## src/rtl/jtag_types_pkg.sv

```systemverilog
// Shared types and constants for the generic-bus arbiter: FSM states,
// the one-hot grant encoding and the timeout response word.
package jtag_types_pkg;

  localparam int unsigned GBUS_AW = 32;
  localparam int unsigned GBUS_DW = 32;
  localparam int unsigned GBUS_BW = GBUS_DW / 8;

  typedef enum logic [1:0] {
    IDLE     = 2'd0,
    CPU_XFER = 2'd1,
    DBG_XFER = 2'd2
  } arb_state_e;

  typedef enum logic [1:0] {
    GRANT_NONE = 2'b00,
    GRANT_CPU  = 2'b01,
    GRANT_DBG  = 2'b10
  } grant_e;

  // Returned to a requester whose transfer was abandoned by the timeout.
  localparam logic [GBUS_DW-1:0] DEAD_BEEF = 32'hDEAD_BEEF;

  function automatic grant_e state_to_grant(input arb_state_e state);
    case (state)
      CPU_XFER: return GRANT_CPU;
      DBG_XFER: return GRANT_DBG;
      default:  return GRANT_NONE;
    endcase
  endfunction

endpackage

```

## src/rtl/generic_bus_if.sv

```systemverilog
// Generic single-beat bus: the requester drives address/data/strobes and
// the target answers with read data and a busy (wait) flag.
interface generic_bus_if;
  import jtag_types_pkg::*;

  logic [GBUS_AW-1:0] addr;
  logic [GBUS_DW-1:0] wdata;
  logic               ren;
  logic               wen;
  logic [GBUS_BW-1:0] byte_en;
  logic [GBUS_DW-1:0] rdata;
  logic               busy;

  // Target side: what a bus slave sees.
  modport generic_bus (
    input  addr, wdata, ren, wen, byte_en,
    output rdata, busy
  );

  // Initiator side: what a bus master drives.
  modport cpu (
    output addr, wdata, ren, wen, byte_en,
    input  rdata, busy
  );

endinterface

```

## src/rtl/xfer_timer.sv

```systemverilog
// Saturating wait-cycle counter; flags expiry once LIMIT busy cycles were seen.
module xfer_timer #(
  parameter int unsigned LIMIT = 255
) (
  input  logic clk,
  input  logic rst,
  input  logic en,
  input  logic clr,
  output logic expired
);

  localparam int unsigned CW = (LIMIT > 0) ? $clog2(LIMIT + 1) : 1;
  localparam logic [CW-1:0] LIMIT_C = CW'(LIMIT);

  logic [CW-1:0] cnt_q, cnt_d;

  always_comb begin
    // NOTE: default first so every path assigns cnt_d and no latch is inferred.
    cnt_d = cnt_q;
    if (clr) begin
      cnt_d = '0;
    end else if (en && (cnt_q != LIMIT_C)) begin
      cnt_d = cnt_q + 1'b1;
    end
  end

  // NOTE: non-blocking in clocked blocks so every flop samples pre-edge values.
  always_ff @(posedge clk) begin
    if (rst) begin
      cnt_q <= '0;
    end else begin
      cnt_q <= cnt_d;
    end
  end

  assign expired = (cnt_q == LIMIT_C);

endmodule

```

## src/rtl/gbus_arbiter.sv

```systemverilog
// Two-requester arbiter (CPU and debug access point) onto one downstream
// generic bus, with debug grant locking and a downstream busy timeout.
module gbus_arbiter
  import jtag_types_pkg::*;
#(
  parameter int unsigned TIMEOUT_CYCLES = 255,
  parameter int unsigned LOCK_MAX       = 16
) (
  input  logic                      AFT_CLK,
  input  logic                      RST,
  generic_bus_if.generic_bus        cpu_gbif,
  generic_bus_if.generic_bus        dbg_gbif,
  generic_bus_if.cpu                out_gbif,
  input  logic                      dbg_lock,
  output logic                      cpu_err,
  output logic                      dbg_err,
  output logic [1:0]                grant
);

  localparam int unsigned LW = (LOCK_MAX > 1) ? $clog2(LOCK_MAX) : 1;
  localparam logic [LW-1:0] LOCK_LAST = LW'((LOCK_MAX > 0) ? LOCK_MAX - 1 : 0);

  arb_state_e    state_q, state_d;
  grant_e        last_grant_q, last_grant_d;
  logic [LW-1:0] lock_cnt_q, lock_cnt_d;

  logic cpu_req, dbg_req, granted_req;
  logic xfer_done, xfer_abort, timed_out;
  logic timer_en, timer_clr, timer_expired;

  assign cpu_req = cpu_gbif.ren | cpu_gbif.wen;
  assign dbg_req = dbg_gbif.ren | dbg_gbif.wen;

  always_comb begin
    granted_req = 1'b0;
    case (state_q)
      CPU_XFER: granted_req = cpu_req;
      DBG_XFER: granted_req = dbg_req;
      default:  granted_req = 1'b0;
    endcase
  end

  // Next-state, last-grant and lock bookkeeping.
  always_comb begin
    state_d      = state_q;
    last_grant_d = last_grant_q;
    lock_cnt_d   = lock_cnt_q;
    xfer_done    = 1'b0;
    xfer_abort   = 1'b0;
    timed_out    = 1'b0;

    case (state_q)
      IDLE: begin
        if (cpu_req && dbg_req) begin
          state_d = (last_grant_q == GRANT_CPU) ? DBG_XFER : CPU_XFER;
        end else if (cpu_req) begin
          state_d = CPU_XFER;
        end else if (dbg_req) begin
          state_d = DBG_XFER;
        end
      end

      CPU_XFER: begin
        if (!cpu_req) begin
          xfer_abort = 1'b1;
          state_d    = IDLE;
        end else if (!out_gbif.busy) begin
          xfer_done    = 1'b1;
          last_grant_d = GRANT_CPU;
          state_d      = IDLE;
        end else if (timer_expired) begin
          timed_out    = 1'b1;
          last_grant_d = GRANT_CPU;
          state_d      = IDLE;
        end
      end

      DBG_XFER: begin
        // A locked debug port keeps the bus even between its requests.
        if (!dbg_req) begin
          if (!dbg_lock) begin
            xfer_abort = 1'b1;
            lock_cnt_d = '0;
            state_d    = IDLE;
          end
        end else if (!out_gbif.busy) begin
          xfer_done    = 1'b1;
          last_grant_d = GRANT_DBG;
          if (dbg_lock && (lock_cnt_q < LOCK_LAST)) begin
            lock_cnt_d = lock_cnt_q + 1'b1;
          end else begin
            lock_cnt_d = '0;
            state_d    = IDLE;
          end
        end else if (timer_expired) begin
          timed_out    = 1'b1;
          last_grant_d = GRANT_DBG;
          lock_cnt_d   = '0;
          state_d      = IDLE;
        end
      end

      default: state_d = IDLE;
    endcase
  end

  always_ff @(posedge AFT_CLK) begin
    if (RST) begin
      state_q      <= IDLE;
      last_grant_q <= GRANT_DBG;
      lock_cnt_q   <= '0;
    end else begin
      state_q      <= state_d;
      last_grant_q <= last_grant_d;
      lock_cnt_q   <= lock_cnt_d;
    end
  end

  assign timer_en  = granted_req & out_gbif.busy;
  assign timer_clr = (state_d != state_q) | xfer_done | xfer_abort;

  xfer_timer #(
    .LIMIT (TIMEOUT_CYCLES)
  ) u_xfer_timer (
    .clk     (AFT_CLK),
    .rst     (RST),
    .en      (timer_en),
    .clr     (timer_clr),
    .expired (timer_expired)
  );

  // Bus steering: downstream strobes depend only on state and requester
  // inputs, never on downstream busy.
  always_comb begin
    out_gbif.addr    = '0;
    out_gbif.wdata   = '0;
    out_gbif.ren     = 1'b0;
    out_gbif.wen     = 1'b0;
    out_gbif.byte_en = '0;
    cpu_gbif.rdata   = '0;
    cpu_gbif.busy    = 1'b1;
    dbg_gbif.rdata   = '0;
    dbg_gbif.busy    = 1'b1;

    case (state_q)
      CPU_XFER: begin
        out_gbif.addr    = cpu_gbif.addr;
        out_gbif.wdata   = cpu_gbif.wdata;
        out_gbif.byte_en = cpu_gbif.byte_en;
        out_gbif.wen     = cpu_gbif.wen;
        out_gbif.ren     = cpu_gbif.ren & ~cpu_gbif.wen;
        cpu_gbif.rdata   = timed_out ? DEAD_BEEF : out_gbif.rdata;
        cpu_gbif.busy    = timed_out ? 1'b0 : out_gbif.busy;
      end
      DBG_XFER: begin
        out_gbif.addr    = dbg_gbif.addr;
        out_gbif.wdata   = dbg_gbif.wdata;
        out_gbif.byte_en = dbg_gbif.byte_en;
        out_gbif.wen     = dbg_gbif.wen;
        out_gbif.ren     = dbg_gbif.ren & ~dbg_gbif.wen;
        dbg_gbif.rdata   = timed_out ? DEAD_BEEF : out_gbif.rdata;
        dbg_gbif.busy    = timed_out ? 1'b0 : out_gbif.busy;
      end
      default: ;
    endcase
  end

  assign cpu_err = timed_out & (state_q == CPU_XFER) & ~RST;
  assign dbg_err = timed_out & (state_q == DBG_XFER) & ~RST;
  assign grant   = state_to_grant(state_q);

endmodule
```

## src/flat_wrapper.sv

```systemverilog
// flat-port wrapper written by rule: the top's interface ports become plain ports
module gbus_arbiter_flat import jtag_types_pkg::*;
#(
  parameter int unsigned TIMEOUT_CYCLES = 255,
  parameter int unsigned LOCK_MAX       = 16
)
  (AFT_CLK, RST, dbg_lock, cpu_err, dbg_err, grant, cpu_gbif_addr, cpu_gbif_wdata, cpu_gbif_ren, cpu_gbif_wen, cpu_gbif_byte_en, cpu_gbif_rdata, cpu_gbif_busy, dbg_gbif_addr, dbg_gbif_wdata, dbg_gbif_ren, dbg_gbif_wen, dbg_gbif_byte_en, dbg_gbif_rdata, dbg_gbif_busy, out_gbif_addr, out_gbif_wdata, out_gbif_ren, out_gbif_wen, out_gbif_byte_en, out_gbif_rdata, out_gbif_busy);
  generic_bus_if cpu_gbif_i ();
  generic_bus_if dbg_gbif_i ();
  generic_bus_if out_gbif_i ();
  input  logic AFT_CLK;
  input  logic RST;
  input  logic dbg_lock;
  output logic cpu_err;
  output logic dbg_err;
  output logic [1:0] grant;
  input wire logic [$bits(cpu_gbif_i.addr)-1:0] cpu_gbif_addr;
  input wire logic [$bits(cpu_gbif_i.wdata)-1:0] cpu_gbif_wdata;
  input wire logic [$bits(cpu_gbif_i.ren)-1:0] cpu_gbif_ren;
  input wire logic [$bits(cpu_gbif_i.wen)-1:0] cpu_gbif_wen;
  input wire logic [$bits(cpu_gbif_i.byte_en)-1:0] cpu_gbif_byte_en;
  output wire logic [$bits(cpu_gbif_i.rdata)-1:0] cpu_gbif_rdata;
  output wire logic [$bits(cpu_gbif_i.busy)-1:0] cpu_gbif_busy;
  input wire logic [$bits(dbg_gbif_i.addr)-1:0] dbg_gbif_addr;
  input wire logic [$bits(dbg_gbif_i.wdata)-1:0] dbg_gbif_wdata;
  input wire logic [$bits(dbg_gbif_i.ren)-1:0] dbg_gbif_ren;
  input wire logic [$bits(dbg_gbif_i.wen)-1:0] dbg_gbif_wen;
  input wire logic [$bits(dbg_gbif_i.byte_en)-1:0] dbg_gbif_byte_en;
  output wire logic [$bits(dbg_gbif_i.rdata)-1:0] dbg_gbif_rdata;
  output wire logic [$bits(dbg_gbif_i.busy)-1:0] dbg_gbif_busy;
  output wire logic [$bits(out_gbif_i.addr)-1:0] out_gbif_addr;
  output wire logic [$bits(out_gbif_i.wdata)-1:0] out_gbif_wdata;
  output wire logic [$bits(out_gbif_i.ren)-1:0] out_gbif_ren;
  output wire logic [$bits(out_gbif_i.wen)-1:0] out_gbif_wen;
  output wire logic [$bits(out_gbif_i.byte_en)-1:0] out_gbif_byte_en;
  input wire logic [$bits(out_gbif_i.rdata)-1:0] out_gbif_rdata;
  input wire logic [$bits(out_gbif_i.busy)-1:0] out_gbif_busy;
  assign cpu_gbif_i.addr = cpu_gbif_addr;
  assign cpu_gbif_i.wdata = cpu_gbif_wdata;
  assign cpu_gbif_i.ren = cpu_gbif_ren;
  assign cpu_gbif_i.wen = cpu_gbif_wen;
  assign cpu_gbif_i.byte_en = cpu_gbif_byte_en;
  assign cpu_gbif_rdata = cpu_gbif_i.rdata;
  assign cpu_gbif_busy = cpu_gbif_i.busy;
  assign dbg_gbif_i.addr = dbg_gbif_addr;
  assign dbg_gbif_i.wdata = dbg_gbif_wdata;
  assign dbg_gbif_i.ren = dbg_gbif_ren;
  assign dbg_gbif_i.wen = dbg_gbif_wen;
  assign dbg_gbif_i.byte_en = dbg_gbif_byte_en;
  assign dbg_gbif_rdata = dbg_gbif_i.rdata;
  assign dbg_gbif_busy = dbg_gbif_i.busy;
  assign out_gbif_addr = out_gbif_i.addr;
  assign out_gbif_wdata = out_gbif_i.wdata;
  assign out_gbif_ren = out_gbif_i.ren;
  assign out_gbif_wen = out_gbif_i.wen;
  assign out_gbif_byte_en = out_gbif_i.byte_en;
  assign out_gbif_i.rdata = out_gbif_rdata;
  assign out_gbif_i.busy = out_gbif_busy;
  gbus_arbiter #(.TIMEOUT_CYCLES(TIMEOUT_CYCLES), .LOCK_MAX(LOCK_MAX)) u_core (.AFT_CLK(AFT_CLK), .RST(RST), .cpu_gbif(cpu_gbif_i), .dbg_gbif(dbg_gbif_i), .out_gbif(out_gbif_i), .dbg_lock(dbg_lock), .cpu_err(cpu_err), .dbg_err(dbg_err), .grant(grant));
endmodule
```

## config.mk

```make
export PLATFORM = sky130hd
export DESIGN_NAME = gbus_arbiter_flat
export DESIGN_NICKNAME = d
export VERILOG_FILES = /design/src/rtl/jtag_types_pkg.sv /design/src/rtl/generic_bus_if.sv /design/src/rtl/xfer_timer.sv /design/src/rtl/gbus_arbiter.sv /design/src/flat_wrapper.sv
export SDC_FILE = /design/constraint.sdc
export NUM_CORES = 1
export LEC_CHECK = 0
export CAP_MARGIN = 10
export CORE_AREA = 2 2 123 125
export DETAILED_ROUTE_END_ITERATION = 8
export DIE_AREA = 0 0 125 127
export GPL_TIMING_DRIVEN = 0
export PLACE_DENSITY_LB_ADDON = 0.08
export SLEW_MARGIN = 10
export SYNTH_ARGS = -nofsm -noshare
export SYNTH_HDL_FRONTEND = slang
export SYNTH_SLANG_ARGS = --single-unit
```

## constraint.sdc

```tcl
create_clock -name AFT_CLK -period 2.3 [get_ports AFT_CLK]
set_clock_uncertainty 0.15 [all_clocks]
set_input_delay 0.46 -clock AFT_CLK [delete_from_list [all_inputs] [get_ports AFT_CLK]]
set_output_delay 0.46 -clock AFT_CLK [all_outputs]
set_load 0.01 [all_outputs]
```

After elaboration in Yosys (flattened, before gate mapping). Cells that the tools add are included.

Output and inout bits: 140. Input port bits: 176. Word-level logic and storage cells: 91. Register bits after elaboration: 16.

Reduce and logical (&&, ||, !) cells: 8. Equality and inequality tests: 12. Multiplexer cells: 50. Magnitude comparators: 1. Add/subtract/negate cells: 2. Bitwise operators: 14.

Operators by type and width (count): case mux 32 bit (2 select lines) (2); two-way mux 32 bit (3); two-way mux 2 bit (17); two-way mux 4 bit (5); two-way mux 1 bit (13); case mux 1 bit (2 select lines) (6); adder 8 x 1 -> 8 bit, second input constant (1); equality test 8 bit, second input constant (1); != test 8 bit, second input constant (1); case mux 2 bit (2 select lines) (2); case mux 4 bit (2 select lines) (1); AND 1 bit (7); != test 2 x 1 -> 1 bit, second input constant (3); != test 3 x 2 -> 1 bit, second input constant (2); case mux 2 bit (3 select lines) (1); AND reduction 5 bit (1); adder 4 x 1 -> 4 bit, second input constant (1); equality test 2 x 1 -> 1 bit, second input constant (2); less-than comparator 4 bit, second input constant (1); bitwise OR 1 bit (4); logical AND 1 bit (3); != test 3 bit, second input constant (1); inverter 1 bit (3); AND reduction 3 bit (1); 5 further kinds (5).

Logic depth before layout (Yosys ltp). Gate-level depths: netlist (run 1).

Depth in word-level cells: 10. Gate-level depth with buffers: 9. Mapped depth without buffers: 7.

By module. A second synthesis (run 1) with hierarchy kept.

Cells, all modules: 380. Area total of the unflattened synthesis: 2725.1 um^2.

Modules (own cells, without submodules): gbus_arbiter (times used 1, area each 2299.7 um^2, cells an instance 335, seq. area each 160.2 um^2); xfer_timer (times used 1, area each 425.4 um^2, cells an instance 45, seq. area each 160.2 um^2).

Least setup slack after synthesis (run 1). Ideal clock, no wire load.

Kind: reg-to-output. Start: register u_core.state_q[1]. End: output out_gbif_addr[11]. Path slack: -29 ps. Data required time: 1690 ps. Cell stages (with the launch flop): 8. Buffers on the path: 3. Arrival time: 1719 ps. Cells stage by stage: dfxtp_1 -> inv_1 -> ha_1 -> buf_4 -> clkbuf_1 -> clkbuf_1 -> a22oi_1 -> nor2b_1.

Longest elaborated chain between the ends: 2. Elaborated cells between the ends (all ways): 3. Classes of those cells: eq/ne (2); mux (1).

RTL lines: start: declaration (line gbus_arbiter.sv:23) `arb_state_e state_q, state_d;`; start signal: assignment (line gbus_arbiter.sv:113) `state_q <= state_d;`; equality test 2 bit or equality test 2 x 1 -> 1 bit (tied branches) (line gbus_arbiter.sv:145) `case (state_q)`; case mux 32 bit (2 select lines) * (line gbus_arbiter.sv:145); end: declaration (line flat_wrapper.sv:31) `output wire logic [$bits(out_gbif_i.addr)-1:0] out_gbif_addr;`.

Mark *: on every way between the ends. The rest lies on a longest branch, timed or not.

Worst setup path after layout (run 1).
Start: input dbg_gbif_ren. End: output dbg_gbif_rdata[11].

Longest elaborated chain between the ends: 5.

RTL lines: start: declaration (line flat_wrapper.sv:26) `input wire logic [$bits(dbg_gbif_i.ren)-1:0] dbg_gbif_ren;`; bitwise OR 1 bit (line gbus_arbiter.sv:32) `assign dbg_req = dbg_gbif.ren | dbg_gbif.wen;`; two-way mux 1 bit (line gbus_arbiter.sv:80) `if (!dbg_req) begin`; case mux 1 bit (2 select lines) (line gbus_arbiter.sv:52) `case (state_q)`; two-way mux 32 bit (line gbus_arbiter.sv:161) `dbg_gbif.rdata = timed_out ? DEAD_BEEF : out_gbif.rdata;`; two-way mux 32 bit (line gbus_arbiter.sv:145); end: declaration (line flat_wrapper.sv:29) `output wire logic [$bits(dbg_gbif_i.rdata)-1:0] dbg_gbif_rdata;`.

Every way passes these cells.

==> results.yml, run 1 <==
outcome:
  status: "finished with violations"
  violations: "setup timing"
timing:
  finalMaxSlewViolations: 0
  rsz0062_at_grt: "yes"
  fin_crit_sh: 1.13
  worst_pin_slew_ns: 0.499
  max_freq_mhz: 385
  layout_min_cycle_time_ns: 2.59
  setup_tns_ns: -21.36
  hold_ws_ns: 0.289
  finalWorstSetupSlack_ns: -0.294
  hold_viol: 0
  max-slew-margin-rel: 0.667
  final-setup-viol-count: 136
placement:
  dp_cells: 896
  portBuffers: 314
  dp_hpwl_um: 13600
  finalWeightedCongestion: 0.914
synth:
  synth_edf_count: 0
  synthTopCellsByArea: "a22oi_1 20%, nor2b_1 17%, dfxtp_1 12%"
  ys.flop_type: "dfxtp_1"
  synth_top_area_cell: "a22oi_1"
  ys_warn_count: 0
  synthArstFlopShare: 0
  netlist_instances: 398
  syn_area_um2: 2640
  ys_seq_elements: 16
  synth.avg_cell_area_um2: 6.62
  ys_types: 55
  netlist.area_leader.share: 0.196
  synth_seq_area_share: 0.121
  syn_nets: 580
final_layout:
  drive_gt1_frac: 0.476
  num_antenna_cells: 0
  areaGrowthSynthToFinish_pct: 171
  final_cell_mix: "169 x clkdlybuf4s50_1, 121 x buf_2, 69 x a22oi_2"
  post_layout_nonfiller_instances: 953
  layout.cells.most_common: "clkdlybuf4s50_1"
  fillers: 1406
  nets: 953
pwr:
  p_leak_nw: 2.93
  total_power_mw: 1.98
  ir_worst_vdd_v: 0.000272
  power_density_nw_per_um2: 277
floorplanning:
  die_y_um: 127
  io_pins: 316
  die_width_um: 125
  rows: 44
  fp.dieArea_um2: 15900
  core-area_um2: 14400
  initial_core_util: 0.183
clock_network:
  clk_path_buf_depth: 2
  cts.sinks: 16
  numCtsBuffers: 3
  htreeDepth: 1
  ctsHoldBuffers: 0
  root_buffer: "clkbuf_16"
  clk_pin_slew_ns: 0.05
  clk_latency_ns: 0.25
  cts_tree: "yes"
grt:
  grt_usage: 0.202
  grt.overflow.total: 0
  grt_antenna_before_repair: 1
  grt_max_degree: 11
  grt_pass1_vias: 4352
  grt_pass1_wl_um: 25800
critical_path:
  cp-start-kind: "input pin"
  end_kind: "output port"
  cp.required_ns: 1.69
  timing.rr.end: "u_core.u_xfer_timer.cnt_q[0]"
  cp.arrival_ns: 1.98
  r2r_cells: 10
  r2r_slack_ns: 0.06
  critPathMaxFanout: 5
  worstSetupPathType: "in2out"
  rr_startpoint: "u_core.state_q[0]"
routing:
  wl_per_cell_um: 19.3
  antenna_left: 0
  vias_per_cell: 4.76
  routed_wl_um: 18400
  dr.pass1.iters: 4
  drc: 0
  vias: 4538
  drt_iter0_markers: 197
worst_hold_path:
  min_delay_worst_endpoint: "u_core.last_grant_q[1]"
  hold_depth: 1
  holdCritPathClass: "reg2reg"
  min_from: "u_core.last_grant_q[1]"
flow_run:
  cap_violations: 0
-- logic make-up (layout without fill, tap and decap cells) --
group,Yosys count,count (layout),share of synthesized area
xor+xnor,6,6,0.0199
buf+inv,44,415,0.0745
fa+ha+maj,6,6,0.0285
mux,1,1,0.00380
simple gates,220,220,0.450
flops,16,16,0.122
compound gates,105,105,0.302
-- registers in the layout (all words and copies together), names as in the netlist --
signal	count
u_core.last_grant_q	2
u_core.lock_cnt_q	4
u_core.state_q	2
u_core.u_xfer_timer.cnt_q	8
-- area by class of cell --
class	count	area, um2	share of cell area
Timing Repair Buffer	370	3220	0.451
Multi-Input combinational cell	338	2730	0.382
Buffer	36	529	0.0741
Sequential cell	16	330	0.0463
Tap cell	184	230	0.0322
Clock buffer	3	75.1	0.0105
Inverter	6	31.3	0.00438
-- power by group --
part / leakage, nW / switching [mW] / internal [mW]
Combinational: 2.76 / 0.567 / 0.781
Sequential: 0.132 / 0.00579 / 0.285
Clock: 0.0370 / 0.109 / 0.228
-- repair_timing --
| action | CTS | global route |
|---|---|---|
| gates cloned | 1 | 10 |
| endpoints found under the setup margin | 148 | 146 |
| gates resized for setup | 744 | 93 |
| hold endpoints to repair | 0 | 0 |
| pin swaps | 15 | 20 |
| buffers inserted | 20 | 28 |
-- how the worst max path moves through the flow --
stage                                 start            endpoint  slack (ns)  cells after the start
after floorplan           u_core.state_q[0]  dbg_gbif_rdata[10]        0.03                      9
after global placement         dbg_gbif_wen  dbg_gbif_rdata[29]       -1.14                      7
after detailed placement       dbg_gbif_wen  dbg_gbif_rdata[29]       -1.17                      7
after CTS                 u_core.state_q[0]  cpu_gbif_rdata[27]       -0.29                     11
after global routing      u_core.state_q[0]  cpu_gbif_rdata[11]       -0.36                     11
final                          dbg_gbif_ren  dbg_gbif_rdata[11]       -0.29                     10
-- worst max-delay path, stage by stage --
cell	delay, ns
clkdlybuf4s15_2	0.25
o21a_4	0.22
a21o_1	0.17
and4_1	0.16
buf_6	0.14
buf_12	0.13
buf_12	0.14
nor2_4	0.10
nor2_2	0.05
buf_2	0.16
-- Yosys cell counts, types with 2 or more instances --
cell and number:
a21o_1 2, a21oi_1 7, a22oi_1 69, a31oi_1 2, and2_1 2, and3_1 16, buf_2 3, buf_4 3
buf_6 2, clkbuf_1 28, dfxtp_1 16, ha_1 6, inv_1 4, nand2_1 10, nand2b_1 2, nand3_1 8
nand3b_1 2, nor2_1 70, nor2_2 10, nor2b_1 70, nor3_1 15, nor4_1 3, o211ai_1 3, o21a_1 3
o21ai_0 5, o21ai_2 2, or2_1 2, xnor2_1 6
-- stage by stage --
step / instance area, um2 / utilization / worst slack [ns]
global placement: 6020 / 0.417 / -1.14
detailed placement: 6020 / 0.417 / -1.17
finish: 7140 / 0.495 / -0.294
CTS: 6620 / 0.459 / -0.286
global route: 7140 / 0.495 / -0.362
floorplan: 2640 / - / 0.0328
-- layer usage --
layer | track usage | routed length, um
met1 | 0.234 | 7190
met2 | 0.373 | 9550
met4 | 0.0575 | 616
met3 | 0.0423 | 995
met5 | 0 | 14
No activity file was read; power rests on OpenSTA's default activity.
==> run 2, diff against run 1 <==
SLEW_MARGIN = 0   (was 10)
==> results of run 2 <==
Final layout, timing and power as in run 1 (identical DEF).
